## src/rtl/sound_mixer_att.sv

```systemverilog
// rtl/sound_mixer_att.sv - serial N-channel mixer with runtime MUL/2^SHIFT gains and saturation
// Optional: define SOUND_MIXER_CLIP_COUNT_EN to build the CLIP_CNT saturation counter.
module sound_mixer_att #(
    parameter int CHANNELS    = 4,
    parameter int IN_WIDTH    = 10,
    parameter int OUT_WIDTH   = 16,
    parameter int MUL_WIDTH   = 4,
    parameter int SHIFT_WIDTH = 3,
    localparam int CH_W       = (CHANNELS > 1) ? $clog2(CHANNELS) : 1
) (
    input  logic                          CLK,
    input  logic                          RESET,
    input  logic                          START,
    input  logic [CHANNELS*IN_WIDTH-1:0]  IN_DATA,
    input  logic                          GAIN_WE,
    input  logic [CH_W-1:0]               GAIN_CH,
    input  logic [MUL_WIDTH-1:0]          GAIN_MUL,
    input  logic [SHIFT_WIDTH-1:0]        GAIN_SHIFT,
    output logic                          BUSY,
    output logic [OUT_WIDTH-1:0]          OUT_DATA,
    output logic                          OUT_VALID,
    output logic [7:0]                    CLIP_CNT
);
    localparam int PROD_W = IN_WIDTH + MUL_WIDTH + 1;
    localparam int ACC_W  = PROD_W + $clog2(CHANNELS);
    localparam int CMP_W  = ((ACC_W > OUT_WIDTH) ? ACC_W : OUT_WIDTH) + 1;
    localparam logic signed [CMP_W-1:0] MAX_V = CMP_W'((64'sd1 <<< (OUT_WIDTH - 1)) - 64'sd1);
    localparam logic signed [CMP_W-1:0] MIN_V = ~MAX_V;

    typedef enum logic [1:0] {IDLE, ACC, SAT} state_t;
    state_t state, state_next;

    logic [MUL_WIDTH-1:0]          pend_mul   [CHANNELS];
    logic [SHIFT_WIDTH-1:0]        pend_shift [CHANNELS];
    logic [MUL_WIDTH-1:0]          act_mul    [CHANNELS];
    logic [SHIFT_WIDTH-1:0]        act_shift  [CHANNELS];
    logic signed [IN_WIDTH-1:0]    snap       [CHANNELS];
    logic signed [ACC_W-1:0]       acc;
    logic [CH_W-1:0]               ch;

    logic                          accept;
    logic                          last;
    logic                          gain_hit;
    logic signed [IN_WIDTH-1:0]    sample;
    logic signed [MUL_WIDTH:0]     mul_s;
    logic signed [PROD_W-1:0]      product;
    logic signed [PROD_W-1:0]      term;
    logic signed [ACC_W-1:0]       sum;
    logic signed [CMP_W-1:0]       sum_ext;
    logic                          clip_hi;
    logic                          clip_lo;
    logic [OUT_WIDTH-1:0]          sat_val;

    assign accept   = (state == IDLE) && START;
    assign last     = (ch == CH_W'(CHANNELS - 1));
    assign gain_hit = GAIN_WE && ({{(32-CH_W){1'b0}}, GAIN_CH} < 32'(CHANNELS));
    assign BUSY     = (state != IDLE);

    // One channel term per cycle; the multiplier is zero-extended so it stays non-negative.
    always_comb begin
        sample  = snap[ch];
        mul_s   = signed'({1'b0, act_mul[ch]});
        product = PROD_W'(sample) * PROD_W'(mul_s);
        term    = product >>> act_shift[ch];
        sum     = acc + ACC_W'(term);
        sum_ext = CMP_W'(sum);
        clip_hi = (sum_ext > MAX_V);
        clip_lo = (sum_ext < MIN_V);
        if (clip_hi)
            sat_val = MAX_V[OUT_WIDTH-1:0];
        else if (clip_lo)
            sat_val = MIN_V[OUT_WIDTH-1:0];
        else
            sat_val = sum_ext[OUT_WIDTH-1:0];
    end

    always_comb begin
        state_next = state;
        case (state)
            IDLE:    if (START) state_next = ACC;
            ACC:     if (last) state_next = SAT;
            SAT:     state_next = IDLE;
            default: state_next = IDLE;
        endcase
    end

    // The final sum is clamped as the last term lands, so OUT_VALID coincides with the SAT cycle.
    always_ff @(posedge CLK) begin
        if (RESET) begin
            state     <= IDLE;
            acc       <= '0;
            ch        <= '0;
            OUT_DATA  <= '0;
            OUT_VALID <= 1'b0;
            for (int k = 0; k < CHANNELS; k++) begin
                pend_mul[k]   <= MUL_WIDTH'(1);
                pend_shift[k] <= '0;
                act_mul[k]    <= MUL_WIDTH'(1);
                act_shift[k]  <= '0;
                snap[k]       <= '0;
            end
        end else begin
            state     <= state_next;
            OUT_VALID <= 1'b0;
            for (int k = 0; k < CHANNELS; k++) begin
                if (gain_hit && (GAIN_CH == CH_W'(k))) begin
                    pend_mul[k]   <= GAIN_MUL;
                    pend_shift[k] <= GAIN_SHIFT;
                end
            end
            if (accept) begin
                acc <= '0;
                ch  <= '0;
                // A write landing with START bypasses the pending stage into this frame.
                for (int k = 0; k < CHANNELS; k++) begin
                    snap[k] <= IN_DATA[k*IN_WIDTH +: IN_WIDTH];
                    if (gain_hit && (GAIN_CH == CH_W'(k))) begin
                        act_mul[k]   <= GAIN_MUL;
                        act_shift[k] <= GAIN_SHIFT;
                    end else begin
                        act_mul[k]   <= pend_mul[k];
                        act_shift[k] <= pend_shift[k];
                    end
                end
            end else if (state == ACC) begin
                acc <= sum;
                if (last) begin
                    OUT_DATA  <= sat_val;
                    OUT_VALID <= 1'b1;
                end else begin
                    ch <= ch + CH_W'(1);
                end
            end
        end
    end

`ifdef SOUND_MIXER_CLIP_COUNT_EN
    logic [7:0] clip_cnt;

    always_ff @(posedge CLK) begin
        if (RESET)
            clip_cnt <= '0;
        else if ((state == ACC) && last && (clip_hi || clip_lo) && (clip_cnt != 8'hFF))
            clip_cnt <= clip_cnt + 8'd1;
    end

    assign CLIP_CNT = clip_cnt;
`else
    assign CLIP_CNT = 8'd0;
`endif

endmodule
```

## config.mk

```make
export PLATFORM = sky130hd
export DESIGN_NAME = sound_mixer_att
export DESIGN_NICKNAME = d
export VERILOG_FILES = /design/src/rtl/sound_mixer_att.sv
export SDC_FILE = /design/constraint.sdc
export NUM_CORES = 1
export LEC_CHECK = 0
export CORE_AREA = 8 8 130 132
export DETAILED_ROUTE_END_ITERATION = 10
export DIE_AREA = 0 0 138 140
export GPL_TIMING_DRIVEN = 0
export PLACE_DENSITY_LB_ADDON = 0.05
export SYNTH_ARGS = -nofsm -noshare
export SYNTH_HDL_FRONTEND = slang
export SYNTH_SLANG_ARGS = --single-unit
```

## constraint.sdc

```tcl
create_clock -name CLK -period 22 [get_ports CLK]
set_input_delay 4.4 -clock CLK [delete_from_list [all_inputs] [get_ports CLK]]
set_output_delay 4.4 -clock CLK [all_outputs]
set_load 0.01 [all_outputs]
```

# [Yosys cells after proc, flatten, opt, wreduce, memory -nomap -nowiden]
# Memories as Yosys holds them, arrays and structs flattened. A register that Yosys moved wholly into a read port is not among the register bits.
# Cells that the tools add are included.
[word_totals] reg_bits=38 latchBits=0 ramBits=96 mem_bits_ro=0 word_cells=152 n_memories=5
[memory_table] name="snap" words=4 width=10 read_ports=1 rd_ports_with_merged_regs=1 wr=4 line="37" source="logic signed [IN_WIDTH-1:0] snap [CHANNELS];"
[memory_table] name="act_mul" words=4 width=4 read_ports=1 rd_ports_with_merged_regs=1 wr=4 line="35" source="logic [MUL_WIDTH-1:0] act_mul [CHANNELS];"
[memory_table] name="pend_mul" words=4 width=4 read_ports=4 rd_ports_with_merged_regs=0 wr=4 line="33" source="logic [MUL_WIDTH-1:0] pend_mul [CHANNELS];"
[memory_table] name="act_shift" words=4 width=3 read_ports=1 rd_ports_with_merged_regs=1 wr=4 line="36" source="logic [SHIFT_WIDTH-1:0] act_shift [CHANNELS];"
[memory_table] name="pend_shift" words=4 width=3 read_ports=4 rd_ports_with_merged_regs=0 wr=4 line="34" source="logic [SHIFT_WIDTH-1:0] pend_shift [CHANNELS];"
[op_classes] add_sub_neg=2 n_mul=1 div=0 order_cmp=2 eq_ne=7 shifts=1 n_mux=85 bitwise=31 reduce_logical=13
[ops] op="two-way mux 4 bit" n=12
[ops] op="two-way mux 1 bit" n=46
[ops] op="two-way mux 10 bit" n=4
[ops] op="two-way mux 3 bit" n=12
[ops] op="two-way mux 16 bit" n=2
[ops] op="bitwise OR 1 bit" n=28
[ops] op="adder 17 x 15 -> 17 bit" n=1
[ops] op="greater-than comparator 17 x 16 -> 1 bit, second input constant" n=1
[ops] op="less-than comparator 17 x 16 -> 1 bit, second input constant" n=1
[ops] op="two-way mux 2 bit" n=8
[ops] op="multiplier 10 x 5 -> 15 bit" n=1
[ops] op=">>> shifter 15 x 3 -> 15 bit" n=1
[ops] op="== test 2 bit, second input constant" n=3
[ops] op="logical AND 1 bit" n=5
[ops] op="== test 2 x 1 -> 1 bit, second input constant" n=2
[ops] op="zero test 2 bit" n=2
[ops] op="!= test 2 bit, second input constant" n=2
[ops] op="one-hot mux 2 bit (2 select lines)" n=1
[ops] op="AND reduction 2 bit" n=2
[ops] op="inverter 1 bit" n=3
[ops] op="AND reduction 3 bit" n=1
[ops] op="OR reduction 3 bit" n=1
[ops] op="adder 2 x 1 -> 2 bit, second input constant" n=1
[ops] op="nonzero test 2 bit" n=1
[ops] op="OR reduction 2 bit" n=1

# [Depth between registers and ports, before layout]
# Gate-level depths: netlist (run 1).
[depth] word_depth=8 ltp_mapped=30 depth_no_buf=26

# [Worst setup path after synthesis (run 1)]
# OpenSTA, ideal clock, no wires.
[synth_timing] path_type="input-to-reg" from="input port RESET" to="memory act_mul[0][0], enable pin" setup_ps=459 arrival_ps=6840 setup_slack_ps=14701 stages=3 cell_sequence="clkbuf_1 > nand2b_1 > clkbuf_1"
[synth_lines] item="from (decl)" line="12" source="input logic RESET,"
[synth_lines] item="to (decl)" line="35"

==> results by group, run 1 <==
Worst hold path
  • Hold Path Class: register to register
  • Hold Crit Start: acc[13]
  • Hold worst-path end: acc[13]
  • Hold depth: 2

Routing
  • Final wirelength: approximately 20000 um
  • DRC Markers: 0
  • Drt first pass iters: 5
  • Highest routed layer: met4
  • Initial DRC count: roughly 500
  • Wire length on met2: 9940 um
  • Detail Route Antenna Nets: 0
  • Met3 WL post-DR: 892 um
  • DR vias/cell: about 5.8
  • Vias: about 6700
  • DRT met1 WL: 8600 um
  • Wire per inst: ~17 um

Power
  • Cell Pwr Density: around 87 nW/um^2
  • Flop pwr share: 33.2%
  • Sw Ratio: 35.0%
  • Maximum VDD drop: 61.7 uV
  • Comb pwr share: 34.9%
  • Total power: 0.000901 W
  • Int Power: ~0.0006 W
  • Clock Power Share: a little under a third
  • NetSw: about 0.00032 W
  • Leakage Power: 4.30 nW

Floorplan
  • Die height: ~140 um
  • Core area: 14900 um^2
  • DIE AREA: 19300 um^2
  • IO Pins: between 70 and 80
  • Initial core utilization: 59.0%
  • Die Span X: about 140 um
  • Std cell rows: 45

STA
  • F_max: 121 MHz
  • Max-slew violations: 0
  • Fin. Hold Viols: 0
  • Clk_skew: roughly 12 ps
  • Fin Hold WS: between 400 and 500 ps
  • RSZ-0062 raised after global routing: no
  • TNS Setup: 0 ps
  • Minimum clock period after layout: 8260 ps
  • Final period utilization: 37.5%
  • Slew margin rel.: 38.7%
  • # setup viols final: 0
  • Slew @ Worst Pin: between 900 and 1000 ps

GRT
  • Overflow left after global routing: 0
  • Gr usage total: around a fifth
  • Vias in the first global route: 6661
  • Initial antenna violation count: 0
  • Wire length of the first global-routing pass: 32900 um
  • Largest net degree at the start of global routing: 65

Cells and area
  • Layout cell share with drive strength beyond 1: 8.77%
  • Final instance area: 10300 um^2
  • Nets: 1077
  • Number of diodes: 0
  • Layout area overhead: 18.0%
  • Cell Count, Final, Fillers Out: 1157

Worst setup path
  • CP Class: register to register
  • Worst R2R End: OUT_DATA[7]
  • WP buf/inv: 6
  • R2R setup slack: 13740 ps
  • Critical path launch point type: register
  • Crit-path max FO: 10
  • Slowest CP cell: buf_1
  • CP most frequent cell: ha_1
  • Reg2reg path depth: 28
  • WP data arrival: 8590 ps
  • CP Capture Type: register
  • Top delay family on crit path: compound AO/OA/AOI/OAI gates
  • Req. time, crit path: 22340 ps
  • Slowest stage delay, CP: 710 ps

Clocking
  • Hold_buf cts: 0
  • Clock tree buffer depth: 2
  • Htree depth: 4
  • Worst skew pair latency: 420 ps
  • Sink Count: ~140
  • CTS tree: built
  • Clk slew on worst S/H paths: 60 ps
  • Post-CTS setup buffer count: 0
  • Resize count post-CTS: 0
  • CTS buffer count: 17
  • Clock Tree Root: clkbuf_16

Synth
  • Synth top cells by count: and2_1 (98), edfxtp_1 (96), nand2_1 (85)
  • Cells after Synth: 860
  • Synth warn: 0
  • Async SR Flop Fraction: 0%
  • Leading area contributor after synthesis: edfxtp_1
  • Post-synthesis mux area share: 8.41%
  • FF+latch count, synth: 136
  • Post-synth top area share: 32.9%
  • Largest family of logic cells by synthesized area: simple AND/OR/NAND/NOR gates
  • XOR/XNOR Fraction of Synth Area: under 10%
  • Post-synth EDFFs: 96
  • Compound-cell area share of the yosys netlist: 13.0%
  • Sequential share of the synthesized area: 42.0%
  • Fraction of the mapped netlist area in adder cells: around 12%
  • Area of the mapped netlist: 8770 um^2
  • Most frequent cell after synthesis: and2_1
  • Yosys cell types: 64
  • Synth Area per Inst: 10.2 um^2
  • Main flop type after synthesis: edfxtp_1
  • Simple-Gate Fraction of Synth Area: 18.0%
  • Synth top area cells: edfxtp_1 (33%), dfxtp_1 (9.1%), and2_1 (7.0%)

Placement
  • PortBufs: between 60 and 70
  • Placed Cells: ~1100
  • Placed cell areas: 9750 um^2
  • Placer Congestion: 0.862
  • DP HPWL: between 15000 and 20000 um

Job
  • Max-Cap Viols: 0

Status
  • Outcome: completed
[cell usage in the layout, fill, tap and decap left out, types with 4 or more instances in the layout]
master and n:
xnor2_1 19, fa_1 22, nand2b_1 9, ha_1 46
dfxtp_1 40, a31oi_1 5, buf_1 7, a21o_1 15
or2_2 4, conb_1 8, nand2_1 85, nor2_1 61
clkbuf_1 24, a32oi_1 9, o21bai_1 4, clkbuf_16 17
inv_1 38, mux2i_1 32, nor3_1 24, nand3b_1 4
xor2_1 7, and3_1 9, mux4_2 16, o31ai_1 8
buf_4 8, mux2_2 5, and2_1 98, clkdlybuf4s50_1 69
edfxtp_1 96, a21oi_1 59, o21ai_0 37, a211oi_1 7
nand3_1 7
[area by class of cell]
type                            instances  area, um^2
Buffer                                 46         226
Clock buffer                           17         425
Clock inverter                         15         168
Fill cell                            1160        4520
Inverter                               41         154
Multi-Input combinational cell        644        4730
Sequential cell                       136        3680
Tap cell                              188         235
Timing Repair Buffer                   70         718
[state kept, by name, summed over array words and instances, names as in the netlist, named ones only]
signal      count
OUT_DATA       16
OUT_VALID       1
acc            17
act_mul        16
act_shift      12
ch              2
pend_mul       16
pend_shift     12
snap           40
state           2
[worst max-delay path by stage]
stage	startpoint	end	slack, ps	depth (start not counted)
6_report	register	OUT_DATA[7]	13740	28
5_1_grt	register	OUT_DATA[2]	12980	28
4_1_cts	register	OUT_DATA[13]	13730	28
3_5_place_dp	register	OUT_DATA[13]	13780	28
3_3_place_gp	START	snap[0][7]	13340	4
2_1_floorplan	RESET	act_mul[0][0]	14700	3
[cell families (layout without fill, tap and decap cells)]
family,count (synthesis),count (layout)
AO/OA/AOI/OAI,176,176
flip-flops,136,136
buffers and inverters,87,189
other,1,8
adder cells (fa/ha/maj),68,68
multiplexers,53,53
AND/OR/NAND/NOR,313,313
XOR/XNOR,26,26
[routing by layer]
layer | vias to the layer above | GRT usage [%]
met2 | 179 | 35.1
met1 | 3231 | 25.7
met5 | - | 0
met4 | 0 | 7.72
li1 | 3271 | -
met3 | 38 | 3.92
[worst reg2reg max path: cells and delay by family (launching register included)]
family / cells / cell delay, ps
AOI/OAI and AO/OA: 10 / 2140
muxes: 4 / 1390
and+or+nand+nor: 1 / 210
xor gates and xnor gates: 2 / 430
DFF: 1 / 330
adders and majority gates: 5 / 2060
buffers and inverters: 6 / 1610
[power groups by stage]
stage | clock network (W) | logic (W) | registers (W)
6_report | 0.000287 | 0.000315 | 0.000299
5_1_grt | 0.000301 | 0.000351 | 0.000301
4_1_cts | 0.000290 | 0.000313 | 0.000299
3_5_place_dp | 0 | 0.000310 | 0.000305
3_3_place_gp | 0 | 0.000301 | 0.000305
2_1_floorplan | 0 | 0.000233 | 0.000303
[metrics by stage]
stage / utilization [%] / setup slack, ps
4_1_cts: 69.6 / 13730
2_1_floorplan: - / 14700
6_report: 69.6 / 13740
3_3_place_gp: 65.4 / 13340
5_1_grt: 69.6 / 12980
3_5_place_dp: 65.6 / 13780
No activity file was read; power rests on OpenSTA's default activity.
==> run 2: changes to the inputs <==
- CORE_AREA: 8 8 130 132 -> 8 8 138 140
- DIE_AREA: 0 0 138 140 -> 0 0 146 148
- clock period: 22 -> 6.9 ns (I/O delays scaled with it)
==> run 2 against run 1 <==
Sequential cell count unchanged. Utilization down 3.4 points. First-iteration DRC count down 11%. Count of clock-buffer cells in the layout unchanged. Power rose to 3.6 times the previous value. Global-route usage down 1.4 points. Non-clock buffer count up 31. Critical path depth unchanged. Via count up 1.3%. Combinational power rose to 4.1 times the previous value. Sequential power rose to 3.2 times the previous value. Die area up 12%. Critical path type unchanged.
==> results by group, run 2 (same netlist as run 1, synthesis figures left out) <==
GRT
  • Wire length of the first global-routing pass: between 30000 and 40000 um
  • Vias in the first global route: 6893
  • Overflow left after global routing: 0
  • Initial antenna violation count: 0
  • Gr usage total: 19.3%
  • Largest net degree at the start of global routing: 66

Worst hold path
  • Hold Path Class: register to register
  • Hold Crit Start: OUT_DATA[5]

Clocking
  • Clk slew on worst S/H paths: 60 ps
  • CTS buffer count: 17
  • Sink Count: 136
  • CTS tree: built
  • Worst skew pair latency: 430 ps
  • Clock tree buffer depth: 2
  • Htree depth: 4
  • Clock Tree Root: clkbuf_16

Routing
  • Drt first pass iters: 5
  • Wire per inst: roughly 18 um
  • Initial DRC count: roughly 440
  • Vias: 6806
  • DR vias/cell: 5.56
  • Final wirelength: 21600 um
  • Detail Route Antenna Nets: 0
  • DRC Markers: 0

Worst setup path
  • Slowest CP cell: mux4_2
  • Req. time, crit path: 7190 ps
  • Critical path launch point type: register
  • Crit-path max FO: 10
  • Slowest stage delay, CP: roughly 610 ps
  • WP data arrival: between 6000 and 7000 ps
  • CP Capture Type: register
  • CP Class: register to register

Cells and area
  • FF/Latch Area: about 3700 um^2
  • Layout cell share with drive strength beyond 1: 19.3%
  • Max reg flops: 40
  • Most common cell after layout, fill and taps aside: edfxtp_1
  • Nets: around 1100
  • Top Registers: snap: 40 flops, acc: 17 flops
  • Commonest non-fill, non-tap cells in the layout: edfxtp_1 (96), and2_1 (91), nand2_1 (85)
  • Top reg by flops: snap
  • Area taken by multi-input logic gates: 5210 um^2
  • Filler cells: 1358
  • Number of diodes: 0
  • Layout area overhead: 27.8%

STA
  • Fin Hold WS: roughly 460 ps
  • F_max: about 150 MHz
  • Slew @ Worst Pin: between 600 and 700 ps
  • Max-slew violations: 0
  • Fin. Hold Viols: 0
  • Clk_skew: 15.5 ps
  • TNS Setup: 0 ps
  • # setup viols final: 0
  • Slew margin rel.: approximately 55%
  • Final period utilization: 97.1%
  • Minimum clock period after layout: 6700 ps

Placement
  • Placer Congestion: 0.866
  • DP HPWL: ~15000 um
  • PortBufs: 69

Power
  • Comb pwr share: between 30 and 40%
  • Sw Ratio: 35.1%
  • NetSw: approximately 0.0011 W
  • Int Power: between 0.002 and 0.0025 W
  • Leakage Power: 4.58 nW
  • Maximum VDD drop: 182 uV
  • Clock Power Share: 30.8%
  • Flop pwr share: 29.3%
  • Cell Pwr Density: 291 nW/um^2

Floorplan
  • Std cell rows: 48
  • Initial core utilization: between 50% and 60%
  • DIE AREA: 21600 um^2
  • IO Pins: 79
  • Die Span X: 146 um
  • Core area: 16900 um^2
  • Die height: roughly 150 um

Status
  • Outcome: completed

Job
  • Max-Cap Viols: 0
[run 2: repair_timing]
action                                 4_1_cts  5_1_grt
pin swaps                                    7       40
gates cloned                                 0        2
endpoints found under the hold margin        0        0
setup buffers                               10       20
setup endpoints to repair                   27       24
resized for setup                           40       83
hold buffers                                 0        0
[run 2: layout make-up]
type                    count  share of cell area (%)
inverters                  41                    1.37
clock buffers              17                    3.80
multi-input cells         644                    46.5
plain buffers              45                    2.43
well taps                 225                    2.51
flip-flops and latches    136                    32.9
repair buffers            102                    8.60
clock inverters            15                    1.91
[run 2: path summary, 6_finish.rpt]
check        cells past startpoint  slack (ps)          end
min                              2         460  OUT_DATA[5]
min reg2reg                      2         460  OUT_DATA[5]
max reg2reg                     28         200  OUT_DATA[0]
max                             28         200  OUT_DATA[0]
[run 2: metal layers]
layer	global-route usage (%)	wire length (um)	vias to the layer above	part of all wire (%)
met4	6.34	356	0	1.6
met5	0	0	-	0
li1	-	-	3314	-
met2	33.9	11000	162	51
met1	23.3	9410	3306	44
met3	3.70	769	24	3.6
[run 2: power by group through the flow]
stage               Sequential, W  Combinational (W)  Clock, W
floorplan                0.000965           0.000743         0
global placement         0.000972           0.000969         0
detailed placement       0.000971           0.000993         0
CTS                      0.000955            0.00109   0.00101
global route             0.000960            0.00141   0.00104
finish                   0.000955            0.00130   0.00100
[run 2: worst max-delay path: cells and delay by family, from the launching register on]
family          cells  cell delay, ps
simple gates        2             380
buf+inv             7             840
xor+xnor            1             170
compound gates     11            2240
flops               1             320
mux                 2             760
fa+ha+maj           5            1830
[run 2: per-stage QoR]
step                      util, %  power [W]  cells  cell area [um^2]  worst slack (ps)
final                        66.1    0.00326   1225             11200               201
after global routing         66.1    0.00341   1225             11200              -118
after CTS                    63.0    0.00306   1204             10700             -15.3
after global placement       57.7    0.00194   1161              9770              -999
after detailed placement     57.9    0.00196   1162              9800             -1020
after floorplan                 -    0.00171    867              8790               123
==> run 3: changes to the inputs <==
- SKIP_CTS_REPAIR_TIMING: default -> 1
==> run 3 against run 2 <==
Power fell by 0.58%. Largest cell class unchanged. Highest routed layer unchanged. Critical endpoint is now OUT_DATA[13]. Worst hold slack barely moved. Register-to-register slack got worse by 60 ps. Combinational power barely moved.
==> results by group, run 3 (same netlist as run 1, synthesis figures left out) <==
Cells and area
  • Layout cell share with drive strength beyond 1: 18.7%
  • Post-layout util: 66.5%
  • Number of diodes: 0
  • Nets: about 1100
  • Most common cell after layout, fill and taps aside: edfxtp_1
  • Commonest non-fill, non-tap cells in the layout: edfxtp_1 (96), and2_1 (90), nand2_1 (85)
  • Filler cells: 1338
  • Top reg by flops: snap
  • Top Registers: snap: 40 flops, acc: 17 flops
  • Max reg flops: 40
  • Layout area overhead: 28.4%

Power
  • Clock Power Share: between 30% and 40%
  • Cell Pwr Density: approximately 290 nW/um^2
  • Sw Ratio: about a third
  • Maximum VDD drop: 190 uV
  • Int Power: 0.00210 W
  • Flop pwr share: 29.6%
  • Leakage Power: 4.59 nW
  • NetSw: roughly 0.0011 W
  • Comb pwr share: 39.4%

STA
  • F_max: about 150 MHz
  • Clk_skew: 12.2 ps
  • # setup viols final: 0
  • Minimum clock period after layout: 6750 ps
  • Max-slew violations: 0
  • Slew @ Worst Pin: 730 ps
  • Fin. Hold Viols: 0
  • TNS Setup: 0 ps
  • Final period utilization: 97.9%
  • Slew margin rel.: 51.0%

GRT
  • Overflow left after global routing: 0
  • Vias in the first global route: roughly 6800
  • Wire length of the first global-routing pass: 33300 um
  • Gr usage total: between 10% and 20%
  • Initial antenna violation count: 0
  • Largest net degree at the start of global routing: 66

Worst setup path
  • Critical path launch point type: register
  • CP Class: register to register
  • WP data arrival: 7100 ps
  • Slowest CP cell: mux4_2
  • Slowest stage delay, CP: about 600 ps
  • R2R setup slack: 150 ps
  • Crit path to: OUT_DATA[13]
  • Worst R2R End: OUT_DATA[13]
  • Crit-path max FO: 7
  • CP Capture Type: register
  • Req. time, crit path: between 7000 and 8000 ps
  • Reg2reg path depth: 28

Worst hold path
  • Hold Path Class: register to register

Floorplan
  • Initial core utilization: 51.8%
  • Std cell rows: 48
  • Die height: 148 um
  • Core area: 16900 um^2
  • IO Pins: 79
  • DIE AREA: 21600 um^2
  • Die Span X: ~150 um

Status
  • Outcome: completed

Clocking
  • CTS tree: built
  • Worst skew pair latency: about 430 ps
  • Clock Tree Root: clkbuf_16
  • Clock tree buffer depth: 2
  • Sink Count: between 100 and 150
  • Clk slew on worst S/H paths: about 60 ps
  • Htree depth: 4
  • CTS buffer count: 17

Routing
  • Final wirelength: 22100 um
  • Wire per inst: 18.1 um
  • Vias: 6856
  • Detail Route Antenna Nets: 0
  • DRC Markers: 0
  • DR vias/cell: 5.61
  • Initial DRC count: 445
  • Drt first pass iters: 5

Placement
  • DP HPWL: 15300 um
  • PortBufs: 69
  • Placer Congestion: 0.866

Job
  • Max-Cap Viols: 0
## run 3: routing by layer
| layer | wire length, um | part of all wire [%] | GRT usage, % |
|---|---|---|---|
| met1 | 9620 | 43 | 23.3 |
| met2 | 11300 | 51 | 33.1 |
| met3 | 862 | 3.9 | 3.67 |
| met4 | 346 | 1.6 | 6.08 |
| met5 | 0 | 0 | 0 |
## run 3: area by class of cell
cell class / instances / area [um^2] / area share, %
clock buffer: 17 / 425 / 3.78
sequential: 136 / 3680 / 32.7
multi-input combinational: 645 / 5260 / 46.7
tap: 225 / 282 / 2.50
buffer: 45 / 273 / 2.42
clock inverter: 15 / 214 / 1.90
timing repair buffer: 99 / 973 / 8.64
inverter: 41 / 154 / 1.37
## run 3: power by group through the flow
stage | clock network (W) | registers (W) | logic (W)
after global routing | 0.00104 | 0.000963 | 0.00138
after global placement | 0 | 0.000972 | 0.000969
after CTS | 0.00101 | 0.000954 | 0.00100
after detailed placement | 0 | 0.000971 | 0.000993
final | 0.00101 | 0.000957 | 0.00127
after floorplan | 0 | 0.000965 | 0.000743
## run 3: stage by stage
stage	std cells	area, um^2	power [W]	hold WS (ps)	setup WS [ps]
global route	1223	11300	0.00338	485	-105
floorplan	867	8790	0.00171	441	123
CTS	1194	10400	0.00297	465	-1080
finish	1223	11300	0.00324	461	146
detailed placement	1162	9800	0.00196	451	-1020
global placement	1161	9770	0.00194	444	-999
## run 3: worst max-delay path: cells and delay by family (launching register included)
family	cells	cell delay [ps]
AOI/OAI and AO/OA	11	2010
buffers and inverters	7	870
adders and majority gates	5	1970
and+or+nand+nor	2	430
DFF	1	330
xor gates and xnor gates	1	220
muxes	2	810
## run 3: how the worst min path moves through the flow
stage	to	from	cells past startpoint
after global placement	OUT_DATA[5]	OUT_DATA[5]	2
after floorplan	acc[0]	acc[0]	2
after global routing	OUT_DATA[3]	OUT_DATA[3]	2
after CTS	OUT_DATA[5]	OUT_DATA[5]	2
after detailed placement	OUT_DATA[5]	OUT_DATA[5]	2
final	OUT_DATA[5]	OUT_DATA[5]	2
